File: config.mk
export PLATFORM = sky130hd
export DESIGN_NAME = linear_tile_sched
export DESIGN_NICKNAME = d
export VERILOG_FILES = /design/src/rtl/linear_tile_sched.sv
export SDC_FILE = /design/constraint.sdc
export NUM_CORES = 1
export LEC_CHECK = 0
export ABC_AREA = 1
export BUFFER_PORTS_ARGS = -buffer_cell sky130_fd_sc_hd__clkbuf_2
export CELL_PAD_IN_SITES_DETAIL_PLACEMENT = 0
export CELL_PAD_IN_SITES_GLOBAL_PLACEMENT = 1
export CORE_UTILIZATION = 37
export DETAILED_ROUTE_END_ITERATION = 16
export PLACE_DENSITY_LB_ADDON = 0.1
export SYNTH_ARGS = -nofsm -noshare
export SYNTH_HDL_FRONTEND = slang
export SYNTH_SLANG_ARGS = --single-unit
File: constraint.sdc
create_clock -name clk -period 1.6 [get_ports clk]
set_input_delay 0.08 -clock clk [delete_from_list [all_inputs] [get_ports clk]]
set_output_delay 0.08 -clock clk [all_outputs]
set_load 0.01 [all_outputs]
File: src/rtl/linear_tile_sched.sv
`default_nettype none
// ============================================================================
//  Module   : linear_tile_sched
//  Brief    : Issues one engine start per tile of a job, with inter-tile gap,
//             per-tile watchdog, host abort and job-completion pulse.
//  Revision : 1.0  initial release
// ============================================================================
module linear_tile_sched #(
    parameter int TILE_W     = 8,
    parameter int GAP_CYCLES = 2,
    parameter int TIMEOUT    = 1024,
    parameter int TMR_W      = 11
) (
    input  logic              clk,
    input  logic              rst_n,
    input  logic              cmd_valid_i,
    output logic              cmd_ready_o,
    input  logic [TILE_W-1:0] cmd_tiles_i,
    input  logic              cmd_abort_i,
    output logic              eng_start_o,
    input  logic              eng_done_i,
    output logic [TILE_W-1:0] tile_idx_o,
    output logic              busy_o,
    output logic              job_done_o,
    output logic              err_timeout_o
);

    localparam logic [2:0] ST_IDLE  = 3'd0;
    localparam logic [2:0] ST_START = 3'd1;
    localparam logic [2:0] ST_RUN   = 3'd2;
    localparam logic [2:0] ST_GAP   = 3'd3;
    localparam logic [2:0] ST_FIN   = 3'd4;
    localparam logic [2:0] ST_ERR   = 3'd5;

    localparam int                GAP_W    = (GAP_CYCLES > 1) ? $clog2(GAP_CYCLES) : 1;
    localparam logic [GAP_W-1:0]  GAP_LAST = GAP_W'((GAP_CYCLES > 0) ? GAP_CYCLES - 1 : 0);
    localparam logic [TMR_W-1:0]  TMR_LAST = TMR_W'(TIMEOUT - 1);
    localparam logic [TILE_W-1:0] TILE_ONE = TILE_W'(1);

    logic [2:0]        state_q, state_d;
    logic [TILE_W-1:0] tiles_q, tiles_d;
    logic [TILE_W-1:0] idx_q,   idx_d;
    logic [TMR_W-1:0]  timer_q, timer_d;
    logic [GAP_W-1:0]  gap_q,   gap_d;

    always_comb begin
        state_d = state_q;
        tiles_d = tiles_q;
        idx_d   = idx_q;
        timer_d = timer_q;
        gap_d   = gap_q;
        case (state_q)
            ST_IDLE: begin
                if (cmd_valid_i) begin
                    tiles_d = cmd_tiles_i;
                    idx_d   = '0;
                    state_d = (cmd_tiles_i != '0) ? ST_START : ST_FIN;
                end
            end
            ST_START: begin
                if (cmd_abort_i) begin
                    idx_d   = '0;
                    state_d = ST_IDLE;
                end else begin
                    timer_d = '0;
                    state_d = ST_RUN;
                end
            end
            ST_RUN: begin
                timer_d = timer_q + TMR_W'(1);
                // Abort outranks done, and done outranks the watchdog
                if (cmd_abort_i) begin
                    idx_d   = '0;
                    state_d = ST_IDLE;
                end else if (eng_done_i) begin
                    if (idx_q == tiles_q - TILE_ONE) begin
                        state_d = ST_FIN;
                    end else begin
                        idx_d   = idx_q + TILE_ONE;
                        state_d = (GAP_CYCLES == 0) ? ST_START : ST_GAP;
                    end
                end else if (timer_q == TMR_LAST) begin
                    state_d = ST_ERR;
                end
            end
            ST_GAP: begin
                if (cmd_abort_i) begin
                    idx_d   = '0;
                    gap_d   = '0;
                    state_d = ST_IDLE;
                end else if (gap_q == GAP_LAST) begin
                    gap_d   = '0;
                    state_d = ST_START;
                end else begin
                    gap_d   = gap_q + GAP_W'(1);
                end
            end
            ST_FIN: begin
                state_d = ST_IDLE;
            end
            ST_ERR: begin
                if (cmd_abort_i) begin
                    idx_d   = '0;
                    state_d = ST_IDLE;
                end
            end
            default: begin
                idx_d   = '0;
                gap_d   = '0;
                state_d = ST_IDLE;
            end
        endcase
    end

    always_ff @(posedge clk or negedge rst_n) begin
        if (!rst_n) begin
            state_q <= ST_IDLE;
            tiles_q <= '0;
            idx_q   <= '0;
            timer_q <= '0;
            gap_q   <= '0;
        end else begin
            state_q <= state_d;
            tiles_q <= tiles_d;
            idx_q   <= idx_d;
            timer_q <= timer_d;
            gap_q   <= gap_d;
        end
    end

    assign cmd_ready_o   = (state_q == ST_IDLE);
    assign eng_start_o   = (state_q == ST_START);
    assign busy_o        = (state_q == ST_START) || (state_q == ST_RUN) || (state_q == ST_GAP);
    assign job_done_o    = (state_q == ST_FIN);
    assign err_timeout_o = (state_q == ST_ERR);
    assign tile_idx_o    = idx_q;

endmodule
`default_nettype wire

==> impl_metrics.tcl, run 1 <==
set metrics [dict create \
    grt.total_usage_pct 18.15 \
    cap_violations 0 \
    run_status "complete, but fails checks" \
    drt.antenna.violating_nets 0 \
    clock-sinks 31 \
    route.detailed.drc 0 \
    worstPathCellList "inv_2 > ha_4 > inv_2 > nand2_2 > nand2_2 > nor2_4 > nand2_1 > nor2_1 > nand2_1 > nor2_4 > nand3_4 > nand2_8 > nand2_1 > nand2_1" \
    critical_path_class "flip-flop to flip-flop" \
    num_rows 26 \
    synth_area_um2 2021 \
    grt_pass1_vias 1828 \
    max-clock-path-buffers 2 \
    power.density_nw_per_um2 1562 \
    skew_ns 0.004128 \
    start_util_pct 39.07 \
    fillers 518 \
    utilization_pct 48.98 \
    violations "setup timing" \
    drive_gt1_share_pct 27.19 \
    layout_worst_path_cycle_share_pct 107.4 \
    maxSlewHeadroom_pct 72.69 \
    syn-num-nets 297 \
    crit_arrival_ns 1.94 \
    cp_slowest_cell "dfrtp_1" \
    ys_types 28 \
    clock.fmax_mhz 582.0 \
    slowest_delay_ns 0.37 \
    cp-start-kind "flip-flop" \
    grt_pass1_wl_um 8293 \
    antenna_found_initial 0 \
    leakage_uw 0.001274 \
    rsz0062_at_grt "true" \
    dr_total_vias 1883 \
    dieArea_um2 5761 \
    avgSynthCellArea_um2 7.191 \
    overflow 0 \
    ir_drop_uv 988.2 \
    syn_inst 281 \
    core_um2 5172 \
    dr.pass1.iters 4 \
    port_buffers 25 \
    layout_setup_ws_ns -0.1182 \
    report.final.hold_viol_count 0 \
    hold_class "primary input to flip-flop" \
    wirelength_um 4759 \
    path_buf_inv 2 \
    drtIter0Drc 62 \
    die_x_um 75.90 \
    timing.final.max_slew_violations 0 \
    ys_ff_latch 31 \
    area_delta_synth_final_pct 25.39 \
    ys_seq_area_share_pct 38.39 \
    cts-htree-levels 2 \
    gp_congestion 0.7757 \
    crit_required_ns 1.82 \
    die_h_um 75.90 \
    p_total_uw 3957 \
    yosys_warnings 0 \
    cts.clk_slew.worst_paths_ns 0.07 \
    clk_latency_ns 0.28 \
    routedWlPerCell_um 11.87 \
    crit_top_cell "nand2_1" \
    pin_count 26 \
    cp_max_fo 8 \
    final_period_minus_worst_setup_slack_ns 1.718 \
    nets 346 \
    finalSetupViolations 11 \
    place_area_um2 2377 \
    tritoncts "yes" \
    design_area_um2 2534 \
    grt_max_degree 32 \
    dp_hpwl_um 3617 \
    worst_pin_slew_ns 0.4097 \
    cts-root-buf "clkbuf_8" \
    antennaDiodeCount 0 \
    cp-end-kind "flip-flop" \
    cts_buffers 5 \
    route.detailed.vias_per_inst 4.696 \
    critical-path-top-delay-family "simple AND/OR/NAND/NOR gates" \
]
kinds of logic (layout without fill, tap and decap cells):
kind of cell             count (synthesis)  count (layout)  share of synthesized area [%]
flip-flops                              31              31                          38.39
AND/OR/NAND/NOR                        161             161                          39.01
buffers and inverters                   43              93                          8.235
adder cells (fa/ha/maj)                  3               3                          1.858
XOR/XNOR                                 8               8                          3.468
AO/OA/AOI/OAI                           35              35                          9.040
flip-flops by register name, indices dropped and copies added, names as in the netlist:
name	cells
timer_q	11
tile_idx_o	8
state_q	3
tiles_q	8
gap_q	1
worst paths after layout:
path | start | endpoint | slack [ns] | cells after the start
max | tiles_q[0] | tile_idx_o[1] | -0.12 | 14
min | cmd_tiles_i[7] | tiles_q[7] | 0.05 | 3
max reg2reg | tiles_q[0] | tile_idx_o[1] | -0.12 | 14
max in group asynchronous | rst_n | tile_idx_o[5] | 0.96 | 3
min in group asynchronous | rst_n | tiles_q[7] | 0.35 | 3
min reg2reg | gap_q | gap_q | 0.50 | 1
worst min-delay path: stages:
cell	delay, ns
clkbuf_2	0.08
inv_1	0.05
o21ai_0	0.08
layout by cell type (no fill, tap or decap), drive strengths merged, types with 3 or more instances in the layout:
master   n
xor2     6
buf     19
dfrtp   31
ha       3
a21oi    6
nor3     3
o21ai   25
inv     39
nand2   84
nand4    9
nor2    34
clkbuf  31
nand3   30
Yosys cell counts, drive strengths merged:
cell / n / share of area [%]
nand3: 30 / 8.9
o22ai: 2 / 0.62
xor2: 6 / 2.6
nor3: 3 / 1.2
clkinv: 1 / 0.19
dfrtp: 31 / 38
nor4: 1 / 1.1
o21ai: 25 / 6.2
a21oi: 6 / 1.5
ha: 3 / 1.9
o21a: 1 / 0.37
clkbuf: 1 / 0.19
nand4: 9 / 2.8
o31ai: 1 / 0.37
xnor2: 2 / 0.87
inv: 39 / 7.4
buf: 2 / 0.50
nor2: 34 / 8.3
nand2: 84 / 17
metrics by stage:
stage | std cells | setup slack, ns | hold WS, ns | TNS (ns)
after floorplan | 281 | -0.03282 | -0.2156 | -0.1314
after global placement | 392 | -0.09750 | 0.1280 | -0.6612
after detailed placement | 392 | -0.1224 | 0.1285 | -1.070
after CTS | 401 | -0.1170 | 0.04401 | -1.014
after global routing | 401 | -0.2946 | 0.07138 | -2.933
final | 401 | -0.1182 | 0.04904 | -1.077
cell type report:
type                            count  area [um2]  share of cell area [%]
Multi-Input combinational cell    207        1122                   44.30
Sequential cell                    31       775.7                   30.62
Timing Repair Buffer               45       277.8                   10.96
Inverter                           40       152.6                   6.025
Tap cell                           70       87.58                   3.457
Clock buffer                        6       82.58                   3.259
Clock inverter                      2       35.03                   1.383
repair_timing:
item	CTS	global route
hold buffers	1	0
endpoints found under the setup margin	11	16
pin swaps	2	1
resized for setup	4	5
hold endpoints to repair	31	0
buffers inserted	0	0
where the power goes:
| part | total, uW | switching (uW) | internal (uW) |
|---|---|---|---|
| Combinational | 1910 | 1130 | 776 |
| Clock | 808 | 305 | 504 |
| Sequential | 1240 | 240 | 998 |
| Total | 3960 | 1680 | 2280 |
layer usage:
metal,routed length (um),up-vias,global-route usage [%]
met1,2241,854,21.99
met5,0,-,0
met3,114,8,3.373
met4,73,0,6.923
li1,-,1002,-
met2,2330,19,31.82
(Power assumes the default switching activity.)
==> inputs of run 2 (changes only) <==
--- a/config.mk
+++ b/config.mk
@@ -9,6 +9,7 @@
 export BUFFER_PORTS_ARGS = -buffer_cell sky130_fd_sc_hd__clkbuf_2
 export CELL_PAD_IN_SITES_DETAIL_PLACEMENT = 0
 export CELL_PAD_IN_SITES_GLOBAL_PLACEMENT = 1
+export CORE_ASPECT_RATIO = 0.75
 export CORE_UTILIZATION = 37
 export DETAILED_ROUTE_END_ITERATION = 16
 export PLACE_DENSITY_LB_ADDON = 0.1
==> run 2 against run 1 <==
The flow still finishes with violations (setup timing); hold slack about the same; combinational power up 2%; critical path depth unchanged; register-to-register slack worse by 0.04 ns; setup slack worse by 0.038 ns; via count down 0.64%; sequential share of layout area down 0.33 points; fmax down 2.2%; first-iteration DRC count up 16%; clock power down 14%; final cell count up 0.25%; largest power group unchanged; highest routed layer unchanged.
==> impl_metrics.tcl, run 2 (synthesized netlist as in run 1, its figures left out) <==
set metrics [dict create \
    drtIter0Drc 72 \
    groute.layer.met1.usage_pct 29.20 \
    maxSlewHeadroom_pct 61.11 \
    p_sw_uw 1702 \
    cts.clk_slew.worst_paths_ns 0.07 \
    crit_required_ns 1.82 \
    cts_buffers 5 \
    die_h_um 66 \
    worstPathCellList "inv_2 > ha_4 > inv_2 > nand2_2 > nand2_2 > nor2_4 > nand2_1 > nor2_1 > nand2_1 > nor2_4 > nand3_4 > nand2_1 > nand2_1 > nand2_1" \
    clock-sinks 31 \
    violations "setup timing" \
    ir_drop_uv 579.9 \
    nets 345 \
    groute.layer.met3.usage_pct 3.745 \
    port_buffers 25 \
    grt_max_degree 17 \
    layout_setup_ws_ns -0.1565 \
    die_x_um 87.34 \
    start_util_pct 39.90 \
    crit_top_cell "nand2_1" \
    whs_ns 0.04908 \
    cap_violations 0 \
    dieArea_um2 5764 \
    power.density_nw_per_um2 1517 \
    route.detailed.drc 0 \
    max_flop_register "timer_q" \
    gr-usage-met2_pct 27.93 \
    layout_commonest_cell "nand2_1" \
    route.detailed.vias_per_inst 4.654 \
    dp_hpwl_um 3851 \
    final_period_minus_worst_setup_slack_ns 1.757 \
    multiInputGateArea_um2 1147 \
    slowest_delay_ns 0.36 \
    cp_slowest_cell "dfrtp_1" \
    run_status "complete, but fails checks" \
    routedWlPerCell_um 12.32 \
    cts-htree-levels 2 \
    dr.pass1.iters 4 \
    largest_reg_flops 11 \
    area.sequential_um2 775.7 \
    finalSetupViolations 11 \
    p_sw_share_pct 43.79 \
    tritoncts "yes" \
    skew_ns 0.005378 \
    wirelength_um 4954 \
    fillers 524 \
    grt_pass1_vias 1768 \
    worstHoldPathCells 3 \
    timing.final.max_slew_violations 0 \
    antenna_found_initial 0 \
    internal-power_uw 2185 \
    pin_count 26 \
    crit_arrival_ns 1.98 \
    r2r_cells 14 \
    cts-root-buf "clkbuf_8" \
    clk_latency_ns 0.28 \
    final_cell_mix "nand2_1, dfrtp_1, inv_1, clkbuf_2" \
    gp_congestion 0.7815 \
    dr_total_vias 1871 \
    clock.fmax_mhz 569.3 \
    cp-end-kind "flip-flop" \
    top_usage_layer "met1" \
    max-clock-path-buffers 2 \
    pwr-share-comb_pct 50.2 \
    rsz0062_at_grt "true" \
    antennaDiodeCount 0 \
    drive_gt1_share_pct 28.79 \
    clkPwrFrac_pct 17.8 \
    p_total_uw 3886 \
    report.final.hold_viol_count 0 \
    leakage_uw 0.001276 \
    grt.total_usage_pct 19.20 \
    hold_class "primary input to flip-flop" \
    core_um2 5065 \
    overflow 0 \
    p_seq_share_pct 32.0 \
    layout_worst_path_cycle_share_pct 109.8 \
    worst_pin_slew_ns 0.5791 \
    critical_path_class "flip-flop to flip-flop" \
    num_rows 22 \
    grt_pass1_wl_um 8438 \
    drt.antenna.violating_nets 0 \
    cp-start-kind "flip-flop" \
    area_delta_synth_final_pct 26.75 \
    cp_max_fo 6 \
]
==> run 2: cell types whose count changed in the layout (fill, tap and decap cells not counted), moves of 2 or more <==
cell | before | now
nand3_1 | 27 | 24
nand3_2 | 1 | 4
nor2_1 | 26 | 23
buf_12 | 0 | 2
nor2_2 | 4 | 7
buf_4 | 19 | 16
==> run 2: worst max-delay path, delay by kind of cell, from the launching register on <==
family	cells	cell delay, ns
adders and majority gates	1	0.26
DFF	1	0.36
buffers and inverters	2	0.09
and+or+nand+nor	11	0.98
==> run 2: repair_timing <==
action,in CTS,in global routing
setup buffers,0,1
hold buffers,1,0
endpoints found under the setup margin,11,19
gates resized for setup,8,9
hold endpoints to repair,15,0
pin swaps,5,4
==> run 2: path summary, 6_finish.rpt <==
| check | start | endpoint | slack, ns |
|---|---|---|---|
| min reg2reg | gap_q | gap_q | 0.50 |
| min | cmd_tiles_i[4] | tiles_q[4] | 0.05 |
| max reg2reg | tiles_q[0] | state_q[2] | -0.16 |
| max in group asynchronous | rst_n | timer_q[1] | 0.86 |
| min in group asynchronous | rst_n | timer_q[5] | 0.28 |
| max | tiles_q[0] | state_q[2] | -0.16 |
==> run 2: area by class of cell <==
class | count | share of cell area (%)
Clock buffer | 8 | 3.908
Sequential cell | 31 | 30.29
Multi-Input combinational cell | 207 | 44.80
Timing Repair Buffer | 44 | 11.53
Inverter | 40 | 5.960
Tap cell | 72 | 3.517
==> run 2: power groups by stage <==
stage	sequential [uW]	clock [uW]	combinational, uW
floorplan	1210	0	1300
global placement	1250	0	1860
detailed placement	1250	0	1870
CTS	1240	709	1910
global route	1280	753	2230
finish	1240	692	1950
==> run 2: layer usage <==
metal | routed length (um) | share of wire [%]
met5 | 0 | 0
met2 | 1944 | 39
met3 | 169 | 3.4
met1 | 2820 | 57
met4 | 21 | 0.42
==> run 2: through the flow <==
stage                     setup TNS (ns)  utilization, %  std cells  area, um2  setup WS, ns
after floorplan                  -0.1314               -        281       2036      -0.03282
after global placement           -0.7777           47.18        392       2390      -0.09936
after detailed placement          -1.137           47.18        392       2390       -0.1281
after CTS                         -1.050           49.85        401       2525       -0.1114
after global routing              -2.969           50.57        402       2561       -0.2857
final                             -1.448           50.57        402       2561       -0.1565
